`config.mk`:
```
export PLATFORM = sky130hd
export DESIGN_NAME = stream_source_flat
export DESIGN_NICKNAME = d
export VERILOG_FILES = /design/src/rtl/stream_source_pkg.sv /design/src/rtl/stream_source_if.sv /design/src/rtl/stream_source_sync_counter.sv /design/src/rtl/stream_source.sv /design/src/flat_wrapper.sv
export SDC_FILE = /design/constraint.sdc
export NUM_CORES = 1
export LEC_CHECK = 0
export CORE_UTILIZATION = 32
export DETAILED_ROUTE_END_ITERATION = 8
export GPL_TIMING_DRIVEN = 1
export PLACE_DENSITY = 0.61
export SYNTH_ARGS = -nofsm -noshare
export SYNTH_HDL_FRONTEND = slang
export SYNTH_SLANG_ARGS = --single-unit
```
`constraint.sdc`:
```
create_clock -name px_clk -period 2.8 [get_ports px_clk]
set_input_delay 0.56 -clock px_clk [delete_from_list [all_inputs] [get_ports px_clk]]
set_output_delay 0.56 -clock px_clk [all_outputs]
set_load 0.01 [all_outputs]
```
`src/rtl/stream_source_pkg.sv`:
```
// Shared stream definitions: word layout, widths and the phase-state encoding
// used by every stream stage.
package stream_source_pkg;

  localparam int unsigned StreamW     = 26;
  localparam int unsigned CoordW      = 10;
  localparam int unsigned RgbW        = 3;

  localparam int unsigned StActiveBit = 25;
  localparam int unsigned StHsyncBit  = 24;
  localparam int unsigned StVsyncBit  = 23;
  localparam int unsigned StXLsb      = 13;
  localparam int unsigned StYLsb      = 3;
  localparam int unsigned StRgbLsb    = 0;

  // PhActive must stay at zero so that reset leaves both phases ACTIVE.
  typedef enum logic [1:0] {
    PhActive = 2'd0,
    PhFront  = 2'd1,
    PhSync   = 2'd2,
    PhBack   = 2'd3
  } phase_e;

endpackage

```
`src/rtl/stream_source_if.sv`:
```
// Stream-side bundle of the video timing source: count enable in, stream word and
// line/frame ticks out.
interface stream_source_if;
  import stream_source_pkg::*;

  logic               en;
  logic [StreamW-1:0] strRGB_o;
  logic               line_tick;
  logic               frame_tick;

  modport master (
    input  en,
    output strRGB_o,
    output line_tick,
    output frame_tick
  );

  modport slave (
    output en,
    input  strRGB_o,
    input  line_tick,
    input  frame_tick
  );

endinterface

```
`src/rtl/stream_source_sync_counter.sv`:
```
// One timing axis: wrapping counter plus a four-phase FSM (active, front porch,
// sync, back porch) that steps at the phase-length boundaries.
module sync_counter
  import stream_source_pkg::*;
#(
  parameter int unsigned Active = 640,
  parameter int unsigned Front  = 16,
  parameter int unsigned Sync   = 96,
  parameter int unsigned Back   = 48
) (
  input  logic              clk_i,
  input  logic              rst_ni,
  input  logic              advance_i,
  output logic [CoordW-1:0] count_o,
  output phase_e            phase_o,
  output logic              wrap_o
);

  localparam int unsigned Total = Active + Front + Sync + Back;

  localparam logic [CoordW-1:0] LastActive = CoordW'(Active - 1);
  localparam logic [CoordW-1:0] LastFront  = CoordW'(Active + Front - 1);
  localparam logic [CoordW-1:0] LastSync   = CoordW'(Active + Front + Sync - 1);
  localparam logic [CoordW-1:0] LastCount  = CoordW'(Total - 1);

  logic [CoordW-1:0] count_q, count_d;
  phase_e            phase_q, phase_d;
  logic              at_last;

  assign at_last = (count_q == LastCount);
  assign wrap_o  = advance_i & at_last;

  always_comb begin
    count_d = count_q;
    phase_d = phase_q;
    if (advance_i) begin
      count_d = at_last ? '0 : count_q + 1'b1;
      unique case (phase_q)
        PhActive: if (count_q == LastActive) phase_d = PhFront;
        PhFront:  if (count_q == LastFront)  phase_d = PhSync;
        PhSync:   if (count_q == LastSync)   phase_d = PhBack;
        PhBack:   if (at_last)               phase_d = PhActive;
        default:                             phase_d = PhActive;
      endcase
    end
  end

  always_ff @(posedge clk_i or negedge rst_ni) begin
    if (!rst_ni) begin
      count_q <= '0;
      phase_q <= PhActive;
    end else begin
      count_q <= count_d;
      phase_q <= phase_d;
    end
  end

  assign count_o = count_q;
  assign phase_o = phase_q;

endmodule

```
`src/rtl/stream_source.sv`:
```
// Video timing source: H/V counters with phase FSMs, producing a registered
// stream word (active, syncs, x, y, rgb) and line/frame ticks one clock later.
module stream_source
  import stream_source_pkg::*;
#(
  parameter int unsigned H_ACTIVE = 640,
  parameter int unsigned H_FRONT  = 16,
  parameter int unsigned H_SYNC   = 96,
  parameter int unsigned H_BACK   = 48,
  parameter int unsigned V_ACTIVE = 480,
  parameter int unsigned V_FRONT  = 10,
  parameter int unsigned V_SYNC   = 2,
  parameter int unsigned V_BACK   = 33,
  parameter logic [RgbW-1:0] bg_color = 3'b000
) (
  input  logic            px_clk,
  input  logic            reset_n,
  stream_source_if.master sif
);

  localparam logic [CoordW-1:0] FrameLine = CoordW'(V_ACTIVE);

  logic [CoordW-1:0] hc, vc;
  phase_e            h_phase, v_phase;
  logic              h_wrap;
  logic              unused_v_wrap;

  sync_counter #(
    .Active (H_ACTIVE),
    .Front  (H_FRONT),
    .Sync   (H_SYNC),
    .Back   (H_BACK)
  ) u_h_counter (
    .clk_i     (px_clk),
    .rst_ni    (reset_n),
    .advance_i (sif.en),
    .count_o   (hc),
    .phase_o   (h_phase),
    .wrap_o    (h_wrap)
  );

  sync_counter #(
    .Active (V_ACTIVE),
    .Front  (V_FRONT),
    .Sync   (V_SYNC),
    .Back   (V_BACK)
  ) u_v_counter (
    .clk_i     (px_clk),
    .rst_ni    (reset_n),
    .advance_i (sif.en & h_wrap),
    .count_o   (vc),
    .phase_o   (v_phase),
    .wrap_o    (unused_v_wrap)
  );

  logic [StreamW-1:0] word_q, word_d;
  logic               line_q, line_d;
  logic               frame_q, frame_d;
  logic               active;

  assign active = (h_phase == PhActive) && (v_phase == PhActive);

  // The word describes the counters as held before the edge; en low freezes it.
  always_comb begin
    word_d  = word_q;
    line_d  = line_q;
    frame_d = frame_q;
    if (sif.en) begin
      word_d                       = '0;
      word_d[StActiveBit]          = active;
      word_d[StHsyncBit]           = (h_phase == PhSync);
      word_d[StVsyncBit]           = (v_phase == PhSync);
      word_d[StXLsb +: CoordW]     = hc;
      word_d[StYLsb +: CoordW]     = vc;
      word_d[StRgbLsb +: RgbW]     = active ? bg_color : '0;
      line_d                       = (hc == '0);
      frame_d                      = (hc == '0) && (vc == FrameLine);
    end
  end

  always_ff @(posedge px_clk or negedge reset_n) begin
    if (!reset_n) begin
      word_q  <= '0;
      line_q  <= 1'b0;
      frame_q <= 1'b0;
    end else begin
      word_q  <= word_d;
      line_q  <= line_d;
      frame_q <= frame_d;
    end
  end

  assign sif.strRGB_o   = word_q;
  assign sif.line_tick  = line_q;
  assign sif.frame_tick = frame_q;

endmodule

```
`src/flat_wrapper.sv`:
```
// flat-port wrapper written by rule: the top's interface ports become plain ports
module stream_source_flat import stream_source_pkg::*;
#(
  parameter int unsigned H_ACTIVE = 640,
  parameter int unsigned H_FRONT  = 16,
  parameter int unsigned H_SYNC   = 96,
  parameter int unsigned H_BACK   = 48,
  parameter int unsigned V_ACTIVE = 480,
  parameter int unsigned V_FRONT  = 10,
  parameter int unsigned V_SYNC   = 2,
  parameter int unsigned V_BACK   = 33,
  parameter logic [RgbW-1:0] bg_color = 3'b000
)
  (px_clk, reset_n, sif_en, sif_strRGB_o, sif_line_tick, sif_frame_tick);
  stream_source_if sif_i ();
  input  logic px_clk;
  input  logic reset_n;
  input wire logic [$bits(sif_i.en)-1:0] sif_en;
  output wire logic [$bits(sif_i.strRGB_o)-1:0] sif_strRGB_o;
  output wire logic [$bits(sif_i.line_tick)-1:0] sif_line_tick;
  output wire logic [$bits(sif_i.frame_tick)-1:0] sif_frame_tick;
  assign sif_i.en = sif_en;
  assign sif_strRGB_o = sif_i.strRGB_o;
  assign sif_line_tick = sif_i.line_tick;
  assign sif_frame_tick = sif_i.frame_tick;
  stream_source #(.H_ACTIVE(H_ACTIVE), .H_FRONT(H_FRONT), .H_SYNC(H_SYNC), .H_BACK(H_BACK), .V_ACTIVE(V_ACTIVE), .V_FRONT(V_FRONT), .V_SYNC(V_SYNC), .V_BACK(V_BACK), .bg_color(bg_color)) u_core (.px_clk(px_clk), .reset_n(reset_n), .sif(sif_i));
endmodule
```
## After elaboration in Yosys (flattened, before gate mapping)

Cells that the tools add are included.

| storage, ports and cells | value |
|---|---|
| bits in latches | 0 |
| word-level logic and storage cells | 53 |
| flip-flop bits (word level) | 49 |
| output and inout bits | 28 |
| bits of input ports | 3 |
| RAM bits | 0 |
| bits in read-only memories | 0 |
| memories | 0 |

| operators by class | value |
|---|---|
| bitwise logic cells | 2 |
| $lt $le $gt $ge | 0 |
| multiplexer cells | 12 |
| reduce and logical (&&, ||, !) cells | 7 |
| multiply operators | 0 |
| $add $sub $neg | 2 |
| div/mod/pow operators | 0 |
| equal/unequal tests | 23 |
| shift operators | 0 |

Operators by type and width:

| kind | number |
|---|---|
| == test 10 bit, second input constant | 5 |
| == test 10 x 9 -> 1 bit, second input constant | 4 |
| adder 10 x 1 -> 10 bit, second input constant | 2 |
| 2-to-1 mux 10 bit | 2 |
| 2-to-1 mux 2 bit | 8 |
| != test 2 bit, second input constant | 8 |
| one-hot mux 2 bit (4 select lines) | 2 |
| logical NOT 10 bit | 1 |
| AND reduction 5 bit | 2 |
| == test 2 bit, second input constant | 4 |
| == test 2 x 1 -> 1 bit, second input constant | 2 |
| logical NOT 2 bit | 2 |
| AND 1 bit | 2 |
| logical AND 1 bit | 2 |

## Longest topological paths before layout

| depth | value |
|---|---|
| word-level depth | 4 |
| gate-level depth with buffers | 8 |
| gate-level depth less buffers | 7 |

## Cells and area by module

From an unflattened synthesis, not the netlist that was laid out.

| unflattened totals | value |
|---|---|
| cells, all modules | 221 |
| area, all modules | 2,537.4 µm² |

Modules (own cells, without submodules):

| module | seq. area each (µm²) | instances | cells each | area each (µm²) |
|---|---|---|---|---|
| stream_source | 625.6 | 1 | 72 | 1,037.2 |
| sync_counter at u_core.u_v_counter | 300.3 | 1 | 77 | 770.7 |
| sync_counter at u_core.u_h_counter | 300.3 | 1 | 72 | 729.4 |

## Worst setup path after synthesis

No wires, ideal clock.

| timing | value |
|---|---|
| kind | flip-flop to flip-flop |
| from | register u_core.u_h_counter.count_q[7], in the netlist u_core.u_h_counter.count_o[7] |
| to | register u_core.u_v_counter.phase_q[1], in the netlist u_core.u_v_counter.phase_o[1] |
| data required time | 2.675 ns |
| slack | 0.595 ns |
| data arrival time | 2.080 ns |
| clock period less this slack | 2.205 ns |
| buffers on the path | 1 |
| cell stages (with the launch flop) | 7 |
| library setup time | 0.125 ns |
| path through | dfrtp_1 -> buf_6 -> or4b_4 -> or3_4 -> a221oi_2 -> o2111ai_2 -> mux2_4 |

| between the ends | value |
|---|---|
| cells in the longest elaborated chain, start to end | 4 |

RTL lines:

| what | line | source |
|---|---|---|
| start, declared | stream_source_sync_counter.sv:26 | `logic [CoordW-1:0] count_q, count_d;` |
| start signal, assigned | stream_source_sync_counter.sv:53 | `count_q <= count_d;` |
| == test 10 bit | stream_source_sync_counter.sv:30 | `assign at_last = (count_q == LastCount);` |
| AND 1 bit | stream_source_sync_counter.sv:31 | `assign wrap_o = advance_i & at_last;` |
| AND 1 bit | stream_source.sv:50 | `.advance_i (sif.en & h_wrap),` |
| AND reduction 5 bit (no line) | -- |  |
| end signal, assigned | stream_source_sync_counter.sv:51 | `phase_q <= PhActive;` |
| end signal, assigned | stream_source_sync_counter.sv:54 | `phase_q <= phase_d;` |
| end, declared | stream_source_sync_counter.sv:27 | `phase_e phase_q, phase_d;` |

Every way passes these cells.
A chain may end at the register's enable or synchronous reset.

## Final worst setup path

Ends and elaborated chain as after synthesis.

==> impl_metrics.tcl <==
set metrics [dict create \
    finish.instance_area_mm2 0.002924 \
    min_period_over_period_pct 82.10 \
    p_total_mw 1.590 \
    ys_seq_area_share_pct 49.80 \
    max_stage_delay_ns 0.57 \
    vias_per_cell 4.736 \
    run_status "complete, no violations" \
    clock_path_buffers 2 \
    setup_violations 0 \
    route.detailed.drc 0 \
    drv_slew 0 \
    ir_drop_mv 0.1952 \
    clk_pin_slew_ns 0.08 \
    antennaDiodeCount 0 \
    die_w_um 89.72 \
    reg2reg_slack_ns 0.50 \
    synthToLayoutAreaGrowth_pct 18.75 \
    hp-class "input pin to asynchronous set/reset pin" \
    synthCells 223 \
    arrival_ns 2.50 \
    crit_path_end_kind "flip-flop" \
    syn_area_mm2 0.002462 \
    path_cells "or4b_4, or3_4, a221oi_2, o2111ai_2, mux2_4" \
    hold_violations 0 \
    reg2reg_depth 5 \
    synth-seq-cells 49 \
    routed_wl_mm 4.475 \
    firstDrtPassIters 4 \
    htreeDepth 2 \
    setup.worst_path.start_class "flip-flop" \
    final_antenna_net_count 0 \
    powerDensity_mw_per_mm2 543.9 \
    max_freq_mhz 435.0 \
    synth_warnings 0 \
    synth_ff_type "dfrtp_1" \
    io_buffers 27 \
    path_class "flip-flop to flip-flop" \
    cts-root-buf "clkbuf_8" \
    avgSynthCellArea_um2 11.04 \
    row_count 31 \
    cts_tree "yes" \
    grt_pass1_vias 1609 \
    gp_congestion 0.7583 \
    vias 1667 \
    maxCapViolations 0 \
    fill_cells 709 \
    holdWs_ns 0.2181 \
    core_mm2 0.007331 \
    initial_core_util_pct 33.59 \
    routedWlPerCell_um 12.71 \
    layout.nets 270 \
    leakage_nw 1.274 \
    grt_pass1_wl_mm 7.790 \
    postCtsHoldBufs 0 \
    required_ns 3.00 \
    clock_skew_ns 0.005383 \
    cts_resized 0 \
    ys_types 42 \
    drive_gt1_share_pct 16.21 \
    gr-total-overflow 0 \
    antenna_found_initial 0 \
    die_h_um 89.72 \
    tns_ns 0 \
    synthArstFlopShare_pct 100.0 \
    rsz0062_at_grt "false" \
    fin_crit_ns 2.299 \
    r2r_end "u_core.u_v_counter.phase_o[1]$_DFFE_PN0P_" \
    cts.sinks 49 \
    worst-path-max-fanout 9 \
    clock_latency_ns 0.31 \
    synth_edf_count 0 \
    dpl_cell_area_mm2 0.002840 \
    grtUsageTotal_pct 12.06 \
    cts_buffers 5 \
    dieArea_mm2 0.008050 \
    ios 31 \
    dp.final_hpwl_mm 3.180 \
    cp_slowest_cell "or4b_4" \
    grt_max_degree 50 \
    cts_setup_buffers 0 \
    reg2reg_from "u_core.u_h_counter.count_o[7]$_DFFE_PN0P_" \
    drtIter0Drc 97 \
]
## where the power goes
part | internal, mW | switching [mW]
combinational | 0.170 | 0.122
clock | 0.177 | 0.233
sequential | 0.792 | 0.0963
total | 1.14 | 0.451
## metrics by stage
step	cells	setup WS [ns]	util, %
after floorplan	225	0.5954	-
after global placement	344	0.4168	38.74
after detailed placement	344	0.3847	38.74
after CTS	352	0.4829	39.89
after global routing	352	0.3873	39.89
final	352	0.5013	39.89
## cell usage in the layout (no fill, tap or decap), types with 2 or more instances in the layout
cell             Yosys  layout
a21oi_1              3       3
nor4b_1              2       2
nor3_1               3       3
and3_1               2       2
conb_1               1       3
o22ai_1              2       2
xnor2_1              8       8
xor2_1               2       2
clkbuf_1             6       2
dfrtp_1             49      49
clkbuf_8             0       5
a31oi_1              2       2
nor2_1              12      12
nand4_1              7       7
o21ai_0             14      14
ha_1                15      15
nand2_1             20      20
clkdlybuf4s50_1      0      26
mux2_2              23      23
mux2i_1              3       3
nand3_1              8       8
inv_1               17      17
buf_4                3       3
## per-layer routing
layer  part of all wire (%)  up-vias  track usage, %
met4                    2.1        0           5.738
met2                     43       35           17.95
li1                       -      832               -
met5                      0        -               0
met3                    3.6        7           3.046
met1                     51      793           16.35
## worst max-delay path by stage
stage,start,to,cells after the start
after CTS,u_core.u_h_counter.count_o[7]$_DFFE_PN0P_,u_core.u_v_counter.phase_o[1]$_DFFE_PN0P_,5
after floorplan,u_core.u_h_counter.count_o[7]$_DFFE_PN0P_,u_core.u_v_counter.phase_o[1]$_DFFE_PN0P_,6
after detailed placement,sif_en,u_core.u_v_counter.phase_o[1]$_DFFE_PN0P_,6
after global routing,u_core.u_h_counter.count_o[7]$_DFFE_PN0P_,u_core.u_h_counter.phase_o[1]$_DFFE_PN0P_,5
final,u_core.u_h_counter.count_o[7]$_DFFE_PN0P_,u_core.u_v_counter.phase_o[1]$_DFFE_PN0P_,5
after global placement,sif_en,u_core.u_v_counter.phase_o[1]$_DFFE_PN0P_,6
## Yosys cell counts (all sizes together) (2+ instances only)
cell type  instances  share of area, %
clkbuf             6              0.91
nor2              12               1.8
o21ai             14               2.8
nand3              8               1.6
o22ai              2              0.51
nand2             20               3.0
buf                5               1.6
a31oi              2              0.51
or3                2              0.71
nor3               4               1.0
nor4b              2              0.71
a21oi              3              0.61
xor2               2              0.71
nand4              7               1.8
mux2              24                11
ha                15               7.6
xnor2              8               2.8
inv               17               2.6
and3               2              0.51
mux2i              3               1.2
dfrtp             49                50
## sequential cells by signal, summed over array words and instances, names as in the netlist
| signal | flops |
|---|---|
| u_core.sif.strRGB_o | 23 |
| u_core.u_h_counter.count_o | 10 |
| u_core.u_v_counter.count_o | 10 |
| u_core.u_h_counter.phase_o | 2 |
| u_core.u_v_counter.phase_o | 2 |
| u_core.sif.frame_tick | 1 |
| u_core.sif.line_tick | 1 |
## worst max-delay path: cells and delay by family, from the launching register on
kind / cells / cell delay [ns]
AO/OA/AOI/OAI: 2 / 0.39
AND/OR/NAND/NOR: 2 / 0.99
multiplexers: 1 / 0.33
flip-flops: 1 / 0.48
## area by class of cell
class                           instances  area, µm²  share of cell area [%]
Inverter                               17      63.81                   2.182
Timing Repair Buffer                   31      307.8                   10.53
Sequential cell                        49       1226                   41.93
Multi-Input combinational cell        148       1119                   38.25
Clock buffer                            7      76.32                   2.610
Tap cell                               99      123.9                   4.236
Clock inverter                          1      7.507                  0.2567
## kinds of logic (layout without fill, tap and decap cells)
group           after synthesis  in the layout  share of synthesized area [%]
simple gates                 64             64                          13.52
compound gates               29             29                          7.927
flops                        49             49                          49.80
buf+inv                      28             56                          5.081
other cells                   1              3                         0.1523
xor+xnor                     10             10                          3.557
mux                          27             27                          12.35
fa+ha+maj                    15             15                          7.622
Note: power is estimated with default switching activity, not from simulation.
